`src/rtl/fetch_unit_pkg.sv`:
```
// Shared types and constants for the instruction-fetch stage.
package fetch_unit_pkg;

  localparam int FETCH_STATE_LENGTH = 2;

  typedef enum logic [FETCH_STATE_LENGTH-1:0] {
    S_IDLE  = 2'd0,
    S_FETCH = 2'd1,
    S_HOLD  = 2'd2
  } fetch_state_e;

  localparam logic [31:0] RESET_PC_DEF  = 32'h0000_3000;
  localparam logic [31:0] NOP_INSTR_DEF = 32'h0000_0000;

  function automatic logic [31:0] word_align(input logic [31:0] a);
    return {a[31:2], 2'b00};
  endfunction

endpackage

```
`src/rtl/fetch_unit_if.sv`:
```
// Instruction-memory request/acknowledge bus between fetch and imem.
interface fetch_unit_if;
  logic        req;
  logic [31:0] addr;
  logic        ack;
  logic [31:0] rdata;

  modport master (output req, addr, input  ack, rdata);
  modport slave  (input  req, addr, output ack, rdata);
endinterface

```
`src/rtl/fetch_unit_if_id_reg.sv`:
```
// IF/ID pipeline register: load, hold (no load) and flush-to-bubble.
module if_id_reg #(
  parameter logic [31:0] NOP_INSTR = fetch_unit_pkg::NOP_INSTR_DEF
) (
  input  logic        clk,
  input  logic        rst,
  input  logic        i_load,
  input  logic        i_flush,
  input  logic [31:0] i_instr,
  input  logic [31:0] i_pc,
  input  logic        i_valid,
  output logic [31:0] o_instr,
  output logic [31:0] o_pc,
  output logic        o_valid
);

  logic [31:0] r_instr;
  logic [31:0] r_pc;
  logic        r_valid;

  // Flush wins over load; the caller gates flush with stall.
  always_ff @(posedge clk or negedge rst) begin
    if (!rst) begin
      r_instr <= NOP_INSTR;
      r_pc    <= 32'h0;
      r_valid <= 1'b0;
    end else if (i_flush) begin
      r_instr <= NOP_INSTR;
      r_pc    <= 32'h0;
      r_valid <= 1'b0;
    end else if (i_load) begin
      r_instr <= i_instr;
      r_pc    <= i_pc;
      r_valid <= i_valid;
    end
  end

  assign o_instr = r_instr;
  assign o_pc    = r_pc;
  assign o_valid = r_valid;

endmodule

```
`src/rtl/fetch_unit.sv`:
```
// Fetch stage: fetch PC, imem handshake FSM, stall hold buffer, IF/ID register.
module fetch_unit
  import fetch_unit_pkg::*;
#(
  parameter logic [31:0] RESET_PC  = RESET_PC_DEF,
  parameter logic [31:0] NOP_INSTR = NOP_INSTR_DEF
) (
  input  logic                clk,
  input  logic                rst,
  input  logic [31:0]         npc,
  input  logic                stallD,
  input  logic                flushD,
  fetch_unit_if.master        imem,
  output logic [31:0]         pcF,
  output logic [31:0]         instrD,
  output logic [31:0]         pcD,
  output logic                validD
);

  fetch_state_e r_state, w_state_n;
  logic [31:0]  r_pcF;
  logic [31:0]  r_buf_instr;
  logic [31:0]  r_buf_pc;

  logic        w_req;
  logic        w_pc_adv;
  logic        w_buf_cap;
  logic        w_d_load;
  logic        w_d_flush;
  logic [31:0] w_d_instr;
  logic [31:0] w_d_pc;
  logic        w_d_valid;

  always_ff @(posedge clk or negedge rst) begin
    if (!rst) r_state <= S_IDLE;
    else      r_state <= w_state_n;
  end

  always_comb begin
    w_state_n = r_state;
    w_req     = 1'b0;
    w_pc_adv  = 1'b0;
    w_buf_cap = 1'b0;
    w_d_load  = 1'b0;
    w_d_instr = NOP_INSTR;
    w_d_pc    = 32'h0;
    w_d_valid = 1'b0;
    w_d_flush = flushD & ~stallD;
    unique case (r_state)
      S_IDLE: w_state_n = S_FETCH;
      S_FETCH: begin
        w_req = 1'b1;
        if (imem.ack) begin
          if (stallD) begin
            // Decode can't take the word yet; park it so the request can retire.
            w_buf_cap = 1'b1;
            w_state_n = S_HOLD;
          end else begin
            w_d_load  = 1'b1;
            w_d_instr = imem.rdata;
            w_d_pc    = r_pcF;
            w_d_valid = 1'b1;
            w_pc_adv  = 1'b1;
          end
        end else if (!stallD) begin
          w_d_load = 1'b1;
        end
      end
      S_HOLD: begin
        if (!stallD) begin
          w_d_load  = 1'b1;
          w_d_instr = r_buf_instr;
          w_d_pc    = r_buf_pc;
          w_d_valid = 1'b1;
          w_pc_adv  = 1'b1;
          w_state_n = S_FETCH;
        end
      end
      default: w_state_n = S_IDLE;
    endcase
  end

  // pcF advances even when the accepted word is flushed.
  always_ff @(posedge clk or negedge rst) begin
    if (!rst)          r_pcF <= RESET_PC;
    else if (w_pc_adv) r_pcF <= word_align(npc);
  end

  always_ff @(posedge clk or negedge rst) begin
    if (!rst) begin
      r_buf_instr <= 32'h0;
      r_buf_pc    <= 32'h0;
    end else if (w_buf_cap) begin
      r_buf_instr <= imem.rdata;
      r_buf_pc    <= r_pcF;
    end
  end

  if_id_reg #(.NOP_INSTR(NOP_INSTR)) u_if_id (
    .clk     (clk),
    .rst     (rst),
    .i_load  (w_d_load),
    .i_flush (w_d_flush),
    .i_instr (w_d_instr),
    .i_pc    (w_d_pc),
    .i_valid (w_d_valid),
    .o_instr (instrD),
    .o_pc    (pcD),
    .o_valid (validD)
  );

  assign imem.req  = w_req;
  assign imem.addr = word_align(r_pcF);
  assign pcF       = r_pcF;

endmodule
```
`src/flat_wrapper.sv`:
```
// flat-port wrapper written by rule: the top's interface ports become plain ports
module fetch_unit_flat import fetch_unit_pkg::*;
#(
  parameter logic [31:0] RESET_PC  = RESET_PC_DEF,
  parameter logic [31:0] NOP_INSTR = NOP_INSTR_DEF
)
  (clk, rst, npc, stallD, flushD, pcF, instrD, pcD, validD, imem_req, imem_addr, imem_ack, imem_rdata);
  fetch_unit_if imem_i ();
  input  logic clk;
  input  logic rst;
  input  logic [31:0] npc;
  input  logic stallD;
  input  logic flushD;
  output logic [31:0] pcF;
  output logic [31:0] instrD;
  output logic [31:0] pcD;
  output logic validD;
  output wire logic [$bits(imem_i.req)-1:0] imem_req;
  output wire logic [$bits(imem_i.addr)-1:0] imem_addr;
  input wire logic [$bits(imem_i.ack)-1:0] imem_ack;
  input wire logic [$bits(imem_i.rdata)-1:0] imem_rdata;
  assign imem_req = imem_i.req;
  assign imem_addr = imem_i.addr;
  assign imem_i.ack = imem_ack;
  assign imem_i.rdata = imem_rdata;
  fetch_unit #(.RESET_PC(RESET_PC), .NOP_INSTR(NOP_INSTR)) u_core (.clk(clk), .rst(rst), .npc(npc), .stallD(stallD), .flushD(flushD), .imem(imem_i), .pcF(pcF), .instrD(instrD), .pcD(pcD), .validD(validD));
endmodule
```
`config.mk`:
```
export PLATFORM = sky130hd
export DESIGN_NAME = fetch_unit_flat
export DESIGN_NICKNAME = d
export VERILOG_FILES = /design/src/rtl/fetch_unit_pkg.sv /design/src/rtl/fetch_unit_if.sv /design/src/rtl/fetch_unit_if_id_reg.sv /design/src/rtl/fetch_unit.sv /design/src/flat_wrapper.sv
export SDC_FILE = /design/constraint.sdc
export NUM_CORES = 1
export LEC_CHECK = 0
export ABC_AREA = 0
export CELL_PAD_IN_SITES_DETAIL_PLACEMENT = 2
export CELL_PAD_IN_SITES_GLOBAL_PLACEMENT = 2
export CORE_UTILIZATION = 33
export DETAILED_ROUTE_END_ITERATION = 10
export HOLD_SLACK_MARGIN = 0.15
export PLACE_DENSITY_LB_ADDON = 0.1
export SLEW_MARGIN = 25
export SYNTH_ARGS = -nofsm -noshare
export SYNTH_HDL_FRONTEND = slang
export SYNTH_SLANG_ARGS = --single-unit
```
`constraint.sdc`:
```
create_clock -name clk -period 3.3 [get_ports clk]
set_clock_uncertainty 0.1 [all_clocks]
set_input_delay 0.495 -clock clk [delete_from_list [all_inputs] [get_ports clk]]
set_output_delay 0.495 -clock clk [all_outputs]
set_load 0.01 [all_outputs]
```
# == Word-level counts from Yosys, hierarchy flattened ==
# Cells that the tools add are included.
# op_classes
n_eq_ne,5
n_reduce_logical,4
mux,26
bitwise,2
# op_table
cell,n
$mux W32,10
$pmux W32 S2,2
$mux W1,9
$mux W2,3
$ne A2 B2 Y1 const B,3
$pmux W2 S3,1
$reduce_and A3 Y1,1
$eq A2 B1 Y1 const B,1
$eq A2 B2 Y1 const B,1
$logic_not A2 Y1,1
$pmux W1 S2,1
$reduce_bool A2 Y1,1
$reduce_or A2 Y1,1
$and A1 B1 Y1,1
$not A1 Y1,1
# totals
wordCells,44
ff_bits,159
inputBits,69
out_inout_bits,130

# == Depth between registers and ports, before layout ==
# Gate-level depths: netlist of run 1.
# logic_depth
depth_word,5
ltp_mapped,7
mapped_depth_nobuf,5

# == Hierarchy ==
# From an unflattened synthesis of run 1, not the netlist that was laid out.
# unflattened
cells_unflattened,604
area_unflattened_um2,7572.3
# by_module_without_submodules
mod,area_each_um2,cells_each,instances,seq_area_each_um2
fetch_unit,4904.7,395,1,2354.8
if_id_reg,2667.6,209,1,1626.6

# == Least setup slack after synthesis of run 1 ==
# Ideal clock, no wire load.
# synth_path
kind,register to register
from,register u_core.r_state[1]
to,register u_core.r_buf_instr[17]
arrival_time_ns,1.654
slack_ns,1.421
t_required_ns,3.075
period_less_slack_ns,1.879
n_path_buf,2
setup_ns,0.125
stages_incl_launch_ff,8
cell_sequence,dfrtp_1 > inv_1 > ha_1 > and2_1 > buf_4 > nand2_4 > buf_2 > mux2_2
# synth_via
elab_chain_cells,2
# synth_lines
element,line_no,source
start: declaration,fetch_unit.sv:20,"fetch_state_e r_state, w_state_n;"
start signal: assignment,fetch_unit.sv:36,else r_state <= w_state_n;
$eq A2 B1 Y1,fetch_unit.sv:49,unique case (r_state)
$mux W1,fetch_unit.sv:49,
end signal: assignment,fetch_unit.sv:94,r_buf_instr <= imem.rdata;
end: declaration,fetch_unit.sv:22,logic [31:0] r_buf_instr;
# Every way passes these cells.
# A chain may end at the register's enable or synchronous reset.

# == Worst setup path after layout of run 1 ==
# layout_path
from,register u_core.r_state[1]
to,register u_core.u_if_id.r_valid (netlist: u_core.u_if_id.o_valid)
# layout_via
elab_chain_cells,4
elab_cells_between_ends,8
cone_classes,2 x eq/ne; 4 x mux; 2 x reduce/logical
# layout_lines
element,line_no,source
$eq A2 B2 Y1 / $eq A2 B1 Y1 (equally long branches),fetch_unit.sv:49,
$pmux W1 S2 / $reduce_or A2 Y1 (equally long branches),--,
"$mux W1, on equally long branches",--,
$mux W1 / $reduce_bool A2 Y1 (equally long branches),--,
end signal: assignment,fetch_unit_if_id_reg.sv:34,r_valid <= i_valid;
end: declaration,fetch_unit_if_id_reg.sv:19,logic r_valid;
# Several ways; a longest one is shown, not always the timed one. The select of a mux whose other input is x is not followed.

==> impl_metrics.tcl, run 1 <==
set metrics [dict create \
    setup-violations-final 0 \
    synth_to_final_area_change_pct 38.4 \
    mappedNetlistArea_sq_um 6640 \
    globalRoute.totalOverflow 0 \
    worstSkewPairLatency_ns 0.42 \
    worstPathArrival_ns 2.66 \
    irDropWorstVdd_uv 444 \
    post-synth-top-area-cell "dfrtp_1" \
    clock_tree.htree_level_count 4 \
    cts_buffers 17 \
    fp-row-count 51 \
    die_width_microns 144 \
    pre_cts_worst_setup_slack_ns 0.599 \
    die_height_microns 144 \
    required_ns 3.53 \
    ys_top_cells_by_area "dfrtp_1, mux2_2, a22oi_1" \
    synth_edf_count 0 \
    drtPass1Iterations 4 \
    final.period_utilization_pct 73.5 \
    cts_tree "yes" \
    power.leakage_nw 3.76 \
    first_global_vias 5392 \
    share_of_synthesized_area_occupied_by_flip_flops_and_latches_pct 59.2 \
    route.detailed.drc 0 \
    core_region_area_sq_um 19600 \
    timing.critical_path.to_type "flop" \
    via_count 4724 \
    hold_path_class "flop to flop" \
    worst_slew_margin_rel_pct 36.6 \
    yosys_register_bits 157 \
    slowest_stage "or3b_2" \
    p_per_area_nw_per_um2 910 \
    routed_wire_length_per_instance_microns 19.7 \
    grt_util_all_layers_pct 19.5 \
    setup-tns-final_ns 0 \
    max_fanout_on_critical_path 33 \
    dieArea_sq_um 20700 \
    pin_count_of_the_biggest_net_entering_global_routing 94 \
    gp_congestion 0.693 \
    clock_tree.root_cell "clkbuf_16" \
    hold_violations 0 \
    yosysWarnings 0 \
    timing.final.ws_setup_ns 0.873 \
    max_clock_freq_ghz 0.412 \
    buffer_ports.inserted 190 \
    synth_area_per_cell_sq_um 12.6 \
    hold_buffers 1 \
    place_hpwl_mm 12.0 \
    vias_per_cell 4.93 \
    io-pin-count 199 \
    slew_violations 0 \
    post_synth_inst_count 529 \
    synth_flop_cell "dfrtp_1" \
    path_clk_slew_ns 0.06 \
    global_route_wire_length_before_repair_mm 30.0 \
    finalWirelength_mm 18.9 \
    postPlaceCellArea_sq_um 8550 \
    final_period_minus_worst_setup_slack_ns 2.43 \
    cts-resized-gates 0 \
    worstPathCellList "inv_1 > ha_1 > or3b_2 > buf_12 > o21ai_0" \
    drive_gt1_share_pct 19.6 \
    setup_repair_after_global_routing_missed_its_margin "no" \
    outcome "finished clean" \
    worstSetupPathType "flop to flop" \
    count_of_antenna_violating_nets_left_after_detailed_routing 0 \
    synth_commonest_cells "dfrtp_1, mux2_2, nand2_1" \
    synth_async_sr_flop_share_pct 100 \
    final_cell_area_sq_um 9190 \
    post-cts-setup-buffer-count 0 \
    antenna_cells 0 \
    max_cap_violations 0 \
    yosysUniqueCellTypes 25 \
    grt_antenna_before_repair 0 \
    synth_top_area_share_pct 58.4 \
    drc_marker_count_from_the_first_detailed_route_iteration 129 \
    layout.nets 755 \
    cts-root-to-sink-buffers 2 \
    cts.sinks 157 \
    crit_path_start_kind "flop" \
    post-synth-top-count-cell "dfrtp_1" \
    tightest_slew_ns 0.949 \
    crit_path_max_incr_delay_ns 0.82 \
    initial_core_util_pct 33.9 \
]
critical path, delay by kind of cell, from the launching register on:
family | cells | cell delay (ns)
AO/OA/AOI/OAI | 1 | 0.19
adder cells (fa/ha/maj) | 1 | 0.37
buffers and inverters | 2 | 0.43
flip-flops | 1 | 0.44
AND/OR/NAND/NOR | 1 | 0.82
registers in the layout, summed over array words and instances (netlist names):
register	cells
u_core.pcF	30
u_core.r_state	2
u_core.u_if_id.o_pc	30
u_core.r_buf_instr	32
u_core.u_if_id.o_instr	32
u_core.r_buf_pc	30
u_core.u_if_id.o_valid	1
per-layer routing:
layer,vias to the layer above,GRT usage [%],share of wire [%]
met5,-,0,0
met1,2442,22.3,40
li1,2139,-,-
met3,17,6.63,6.6
met4,0,5.32,1.3
met2,126,34.3,52
power breakdown:
| group | switching (mW) | internal [mW] | total, mW |
|---|---|---|---|
| Sequential | 0.562 | 2.67 | 3.23 |
| Combinational | 1.33 | 1.71 | 3.04 |
| Clock | 0.807 | 1.29 | 2.10 |
final timing paths:
check | start | end | slack (ns) | cells past startpoint
worst max-delay path | u_core.r_state[1] | u_core.u_if_id.o_valid | 0.87 | 5
worst min-delay path | u_core.u_if_id.o_pc[7] | u_core.u_if_id.o_pc[7] | 0.39 | 2
worst max register to register | u_core.r_state[1] | u_core.u_if_id.o_valid | 0.87 | 5
worst min register to register | u_core.u_if_id.o_pc[7] | u_core.u_if_id.o_pc[7] | 0.39 | 2
max in group asynchronous | rst | u_core.r_buf_instr[9] | 1.54 | 3
min in group asynchronous | rst | u_core.u_if_id.o_instr[17] | 0.62 | 2
kinds of logic (layout without fill, tap and decap cells):
logic type / count (synthesis) / in the layout / synth area share (%)
buffers and inverters: 75 / 235 / 7.54
other: 1 / 6 / 0.0565
muxes: 93 / 93 / 15.7
DFF: 157 / 157 / 59.2
AOI/OAI and AO/OA: 130 / 130 / 12.3
adders and majority gates: 5 / 5 / 0.942
and+or+nand+nor: 68 / 68 / 4.20
cells in the final DEF, fill, tap and decap left out, types with 3 or more instances in the layout:
| master | count |
|---|---|
| clkinvlp_4 | 4 |
| mux2_1 | 5 |
| clkinv_4 | 3 |
| clkbuf_16 | 17 |
| nand2_1 | 64 |
| bufinv_16 | 4 |
| dfrtp_1 | 155 |
| buf_4 | 6 |
| clkdlybuf4s50_1 | 189 |
| o21ai_0 | 3 |
| mux2_2 | 87 |
| o21ai_1 | 60 |
| buf_12 | 4 |
| conb_1 | 6 |
| a22oi_1 | 62 |
| ha_1 | 4 |
cell type report:
class	count	area, sq um
fill	1940	10400
sequential	157	3930
multi-input combinational	302	2250
timing repair buffer	201	2040
clock buffer	20	447
tap	265	332
clock inverter	12	188
inverter	2	7.51
metrics by stage:
step           utilization, %  hold WS, ns  cells  power, mW
4_1_cts                  46.9        0.395    959       8.52
3_3_place_gp             43.6        0.365    926       6.15
3_5_place_dp             43.6        0.380    926       6.34
2_1_floorplan               -       0.0994    534       4.89
5_1_grt                  46.9        0.419    959       8.87
6_report                 46.9        0.389    959       8.37
Power figures use the tool's default switching activity.
==> run 2: changes to the inputs <==
Settings changed: CORE_UTILIZATION 33 to 30.
Clock period 3.3 ns to 2.5 ns, I/O delays scaled along.
==> run 2 against run 1 <==
Net effect:
- non-clock buffer count increased by 5
- wire length increased by 0.47%
- clock power increased by 28%
- via count increased by 0.91%
- total power increased by 31%
- first-iteration DRC count increased by 41%
- core utilization decreased by 4.3 points
- combinational power increased by 34%
- register-to-register slack got worse by 0.52 ns
==> impl_metrics.tcl, run 2 (same netlist as run 1, synthesis figures left out) <==
set metrics [dict create \
    worst_slew_margin_rel_pct 45.3 \
    global_route_wire_length_before_repair_mm 29.7 \
    globalRoute.totalOverflow 0 \
    fp-row-count 54 \
    hold_path_class "flop to flop" \
    drive_gt1_share_pct 20.0 \
    outcome "finished clean" \
    power.leakage_nw 3.79 \
    place_hpwl_mm 12.1 \
    max_fanout_on_critical_path 5 \
    post-cts-setup-buffer-count 0 \
    via_count 4767 \
    dieArea_sq_um 22700 \
    antenna_cells 0 \
    most-common-layout-cells "clkdlybuf4s50_1, dfrtp_1, mux2_2" \
    buffer_ports.inserted 190 \
    worstPathArrival_ns 1.78 \
    grt_util_all_layers_pct 17.4 \
    layout.filler_cells 2189 \
    hold_violations 0 \
    initial_core_util_pct 30.5 \
    gp_congestion 0.701 \
    max_cap_violations 0 \
    grt_antenna_before_repair 0 \
    path_clk_slew_ns 0.06 \
    io-pin-count 199 \
    setup_repair_after_global_routing_missed_its_margin "no" \
    die_height_microns 151 \
    clock_tree.root_cell "clkbuf_16" \
    max_clock_freq_ghz 0.443 \
    setup-violations-final 0 \
    setup-tns-final_ns 0 \
    p_per_area_nw_per_um2 1190 \
    hold_worst_slack_ns 0.384 \
    pin_count_of_the_biggest_net_entering_global_routing 63 \
    slew_violations 0 \
    count_of_antenna_violating_nets_left_after_detailed_routing 0 \
    tightest_slew_ns 0.820 \
    cts_tree "yes" \
    worstSetupPathType "flop to output pin" \
    synth_to_final_area_change_pct 39.6 \
    cts-resized-gates 0 \
    die_width_microns 151 \
    final.period_utilization_pct 90.3 \
    commonest_non_fill_non_tap_cell_in_the_layout "clkdlybuf4s50_1" \
    cts-root-to-sink-buffers 2 \
    core_region_area_sq_um 21800 \
    timing.critical_path.to_type "output pin" \
    route.detailed.drc 0 \
    irDropWorstVdd_uv 602 \
    crit_path_start_kind "flop" \
    clock_tree.htree_level_count 4 \
    drtPass1Iterations 6 \
    drc_marker_count_from_the_first_detailed_route_iteration 182 \
    area.sequential_sq_um 3930 \
    layout.nets 760 \
    required_ns 2.03 \
    worstSkewPairLatency_ns 0.42 \
    finalWirelength_mm 19.0 \
    cts.sinks 157 \
    area_of_combinational_cells_with_multiple_inputs_sq_um 2250 \
    final_period_minus_worst_setup_slack_ns 2.26 \
    first_global_vias 5396 \
    routed_wire_length_per_instance_microns 19.4 \
    cts_buffers 17 \
    internal_reg_to_reg_setup_slack_ns 0.35 \
    vias_per_cell 4.87 \
]
[run 2: final timing paths]
| kind | start | end | cells past startpoint |
|---|---|---|---|
| setup / recovery | u_core.r_state[1] | imem_req | 3 |
| hold / removal | u_core.u_if_id.o_pc[5] | u_core.u_if_id.o_pc[5] | 2 |
| setup reg to reg | u_core.r_state[1] | u_core.u_if_id.o_pc[9] | 5 |
| hold reg to reg | u_core.u_if_id.o_pc[5] | u_core.u_if_id.o_pc[5] | 2 |
| max in group asynchronous | rst | u_core.pcF[12] | 3 |
| min in group asynchronous | rst | u_core.r_buf_instr[18] | 2 |
[run 2: routing by layer]
layer	GRT usage (%)	vias to the layer above	part of all wire, %
li1	-	2141	-
met1	20.5	2490	42
met2	30.3	124	51
met3	5.24	12	6.0
met4	5.80	0	1.0
met5	0	-	0
[run 2: power by group]
| group | leakage (nW) | switching [mW] | internal [mW] | total [mW] |
|---|---|---|---|---|
| registers | 2.00 | 0.728 | 3.52 | 4.25 |
| logic | 1.51 | 1.75 | 2.31 | 4.06 |
| clock network | 0.285 | 1.07 | 1.61 | 2.68 |
| total | 3.79 | 3.55 | 7.44 | 11.0 |
[run 2: final cells by class]
type	instances	area share (%)
Clock buffer	21	4.86
Clock inverter	11	1.69
Inverter	2	0.0810
Multi-Input combinational cell	302	24.3
Sequential cell	157	42.4
Tap cell	280	3.78
Timing Repair Buffer	206	22.9
[run 2: worst max-delay path: stages (launching register included)]
cell and delay, ns:
dfrtp_1 0.44, inv_1 0.11, ha_1 0.21, clkdlybuf4s50_1 0.60
[run 2: timing repair]
action / CTS / global route
setup endpoints to repair: 0 / 0
endpoints found under the hold margin: 52 / 0
hold buffers: 1 / 0
[run 2: stage by stage]
step | instance area [sq um] | cells | setup WS [ns] | power, mW | utilization [%]
finish | 9270 | 979 | 0.243 | 11.0 | 42.6
global placement | 8650 | 946 | 0.437 | 8.21 | 39.8
detailed placement | 8650 | 946 | 0.363 | 8.43 | 39.8
CTS | 9270 | 979 | 0.196 | 11.2 | 42.6
global route | 9270 | 979 | 0.100 | 11.7 | 42.6
floorplan | 6660 | 534 | 0.621 | 6.45 | -
==> run 3: changes to the inputs <==
Settings changed: CORE_UTILIZATION 30 to 40, DONT_BUFFER_PORTS set to 1.
==> run 3 against run 2 <==
Net effect:
- the flow now finishes with violations (negative hold slack)
- largest power group unchanged
- flip-flop and latch count did not move
- critical path depth rose by 3
- sequential share of layout area up 7.7 points
- die area shrank 25%
- sequential power up 9.9%
- highest routed layer unchanged
- cell area fell by 15%
- final cell count is 20% lower
- first-iteration DRC count decreased by 9.9%
- worst setup slack improved by 0.12 ns
- maximum frequency rose by 5.5%
- combinational power fell by 47%
- clock-buffer cell count is 1 higher
==> impl_metrics.tcl, run 3 (same netlist as run 1, synthesis figures left out) <==
set metrics [dict create \
    max_clock_freq_ghz 0.467 \
    drtPass1Iterations 4 \
    synth_to_final_area_change_pct 18.1 \
    initial_core_util_pct 41.4 \
    path_clk_slew_ns 0.06 \
    cts.sinks 157 \
    required_ns 2.74 \
    fp-row-count 46 \
    count_of_antenna_violating_nets_left_after_detailed_routing 0 \
    most-common-layout-cells "dfrtp_1, mux2_2, nand2_1, dlygate4sd3_1, a22oi_1" \
    area_of_combinational_cells_with_multiple_inputs_sq_um 2250 \
    post-cts-setup-buffer-count 0 \
    die_height_microns 131 \
    core_region_area_sq_um 16100 \
    outcome "finished, violations left" \
    final_period_minus_worst_setup_slack_ns 2.14 \
    irDropWorstVdd_uv 611 \
    commonest_non_fill_non_tap_cell_in_the_layout "dfrtp_1" \
    routed_wire_length_per_instance_microns 21.6 \
    cts-resized-gates 0 \
    clock_tree.root_cell "clkbuf_16" \
    finalWirelength_mm 16.9 \
    layout.nets 628 \
    cts_tree "yes" \
    grt_antenna_before_repair 0 \
    setup-violations-final 0 \
    gp_congestion 0.690 \
    area.sequential_sq_um 3930 \
    first_global_vias 5054 \
    setup-tns-final_ns 0 \
    hold_buffers 64 \
    vias_per_cell 5.50 \
    worstPathArrival_ns 2.38 \
    layout.filler_cells 1548 \
    cts_buffers 17 \
    drive_gt1_share_pct 23.6 \
    internal_reg_to_reg_setup_slack_ns 0.36 \
    tightest_slew_ns 0.792 \
    buffer_ports.inserted 0 \
    die_width_microns 131 \
    setup_repair_after_global_routing_missed_its_margin "no" \
    pin_count_of_the_biggest_net_entering_global_routing 158 \
    power.leakage_nw 3.30 \
    grt_util_all_layers_pct 21.0 \
    final.period_utilization_pct 85.6 \
    hold_path_class "input pin to async pin" \
    antenna_cells 0 \
    worstSkewPairLatency_ns 0.42 \
    timing.critical_path.to_type "flop" \
    globalRoute.totalOverflow 0 \
    slew_violations 0 \
    hold_worst_slack_ns -0.449 \
    failed_checks "negative hold slack" \
    hold_violations 157 \
    worst_slew_margin_rel_pct 47.2 \
    dieArea_sq_um 17100 \
    crit_path_start_kind "flop" \
    io-pin-count 199 \
    max_cap_violations 0 \
    drc_marker_count_from_the_first_detailed_route_iteration 164 \
    route.detailed.drc 0 \
    clock_tree.htree_level_count 4 \
    max_fanout_on_critical_path 62 \
    worstSetupPathType "flop to flop" \
    global_route_wire_length_before_repair_mm 26.8 \
    final_core_utilization_pct 48.8 \
    via_count 4303 \
    p_per_area_nw_per_um2 1210 \
    place_hpwl_mm 9.35 \
    cts-root-to-sink-buffers 2 \
]
## run 3: cell count changes in the layout (fill, tap and decap cells not counted), sizes merged, moves of 2 or more
cell and delta:
clkdlybuf4s50 -189, dlygate4sd3 +63, buf -6, inv -4, clkinvlp +2
## run 3: metrics by stage
step                power, mW  hold slack [ns]  instance area [sq um]  instances  worst slack [ns]
finish                   9.49           -0.449                   7840        783             0.360
global route             10.1           -0.476                   7840        783             0.198
CTS                      9.60           -0.471                   7840        783             0.342
detailed placement       6.82          -0.0168                   6600        687             0.360
global placement         6.64          -0.0169                   6600        687             0.461
floorplan                6.45          -0.0206                   6660        534             0.621
## run 3: per-layer routing
layer,GRT usage (%),vias to the layer above,share of wire (%)
met5,0,-,0
met3,6.27,18,6.3
met4,7.30,0,1.3
met2,37.3,120,53
li1,-,1885,-
met1,24.0,2280,40
## run 3: report_power, final
part           switching, mW  internal (mW)  total [mW]
clock network           1.03           1.62        2.65
logic                   1.05           1.13        2.17
registers               1.15           3.51        4.67
total                   3.22           6.27        9.49
## run 3: critical path: stages (launching register included)
cell,delay [ns]
dfrtp_1,0.43
inv_1,0.10
ha_1,0.20
and2_2,0.19
buf_4,0.64
a22oi_1,0.21
o21ai_1,0.18
## run 3: area by class of cell
type / instances / share of cell area, %
Multi-Input combinational cell: 302 / 28.7
Clock inverter: 10 / 1.80
Tap cell: 216 / 3.45
Clock buffer: 22 / 5.92
Sequential cell: 157 / 50.1
Timing Repair Buffer: 74 / 9.92
Inverter: 2 / 0.0957
## run 3: final timing paths
kind	cells after the start	endpoint	from
setup / recovery	6	u_core.u_if_id.o_instr[30]	u_core.r_state[1]
hold / removal	0	u_core.r_buf_instr[19]	rst
setup reg to reg	6	u_core.u_if_id.o_instr[30]	u_core.r_state[1]
hold reg to reg	1	u_core.r_buf_pc[6]	u_core.r_buf_pc[6]
max in group asynchronous	0	u_core.pcF[12]	rst
min in group clk	3	u_core.r_state[0]	stallD
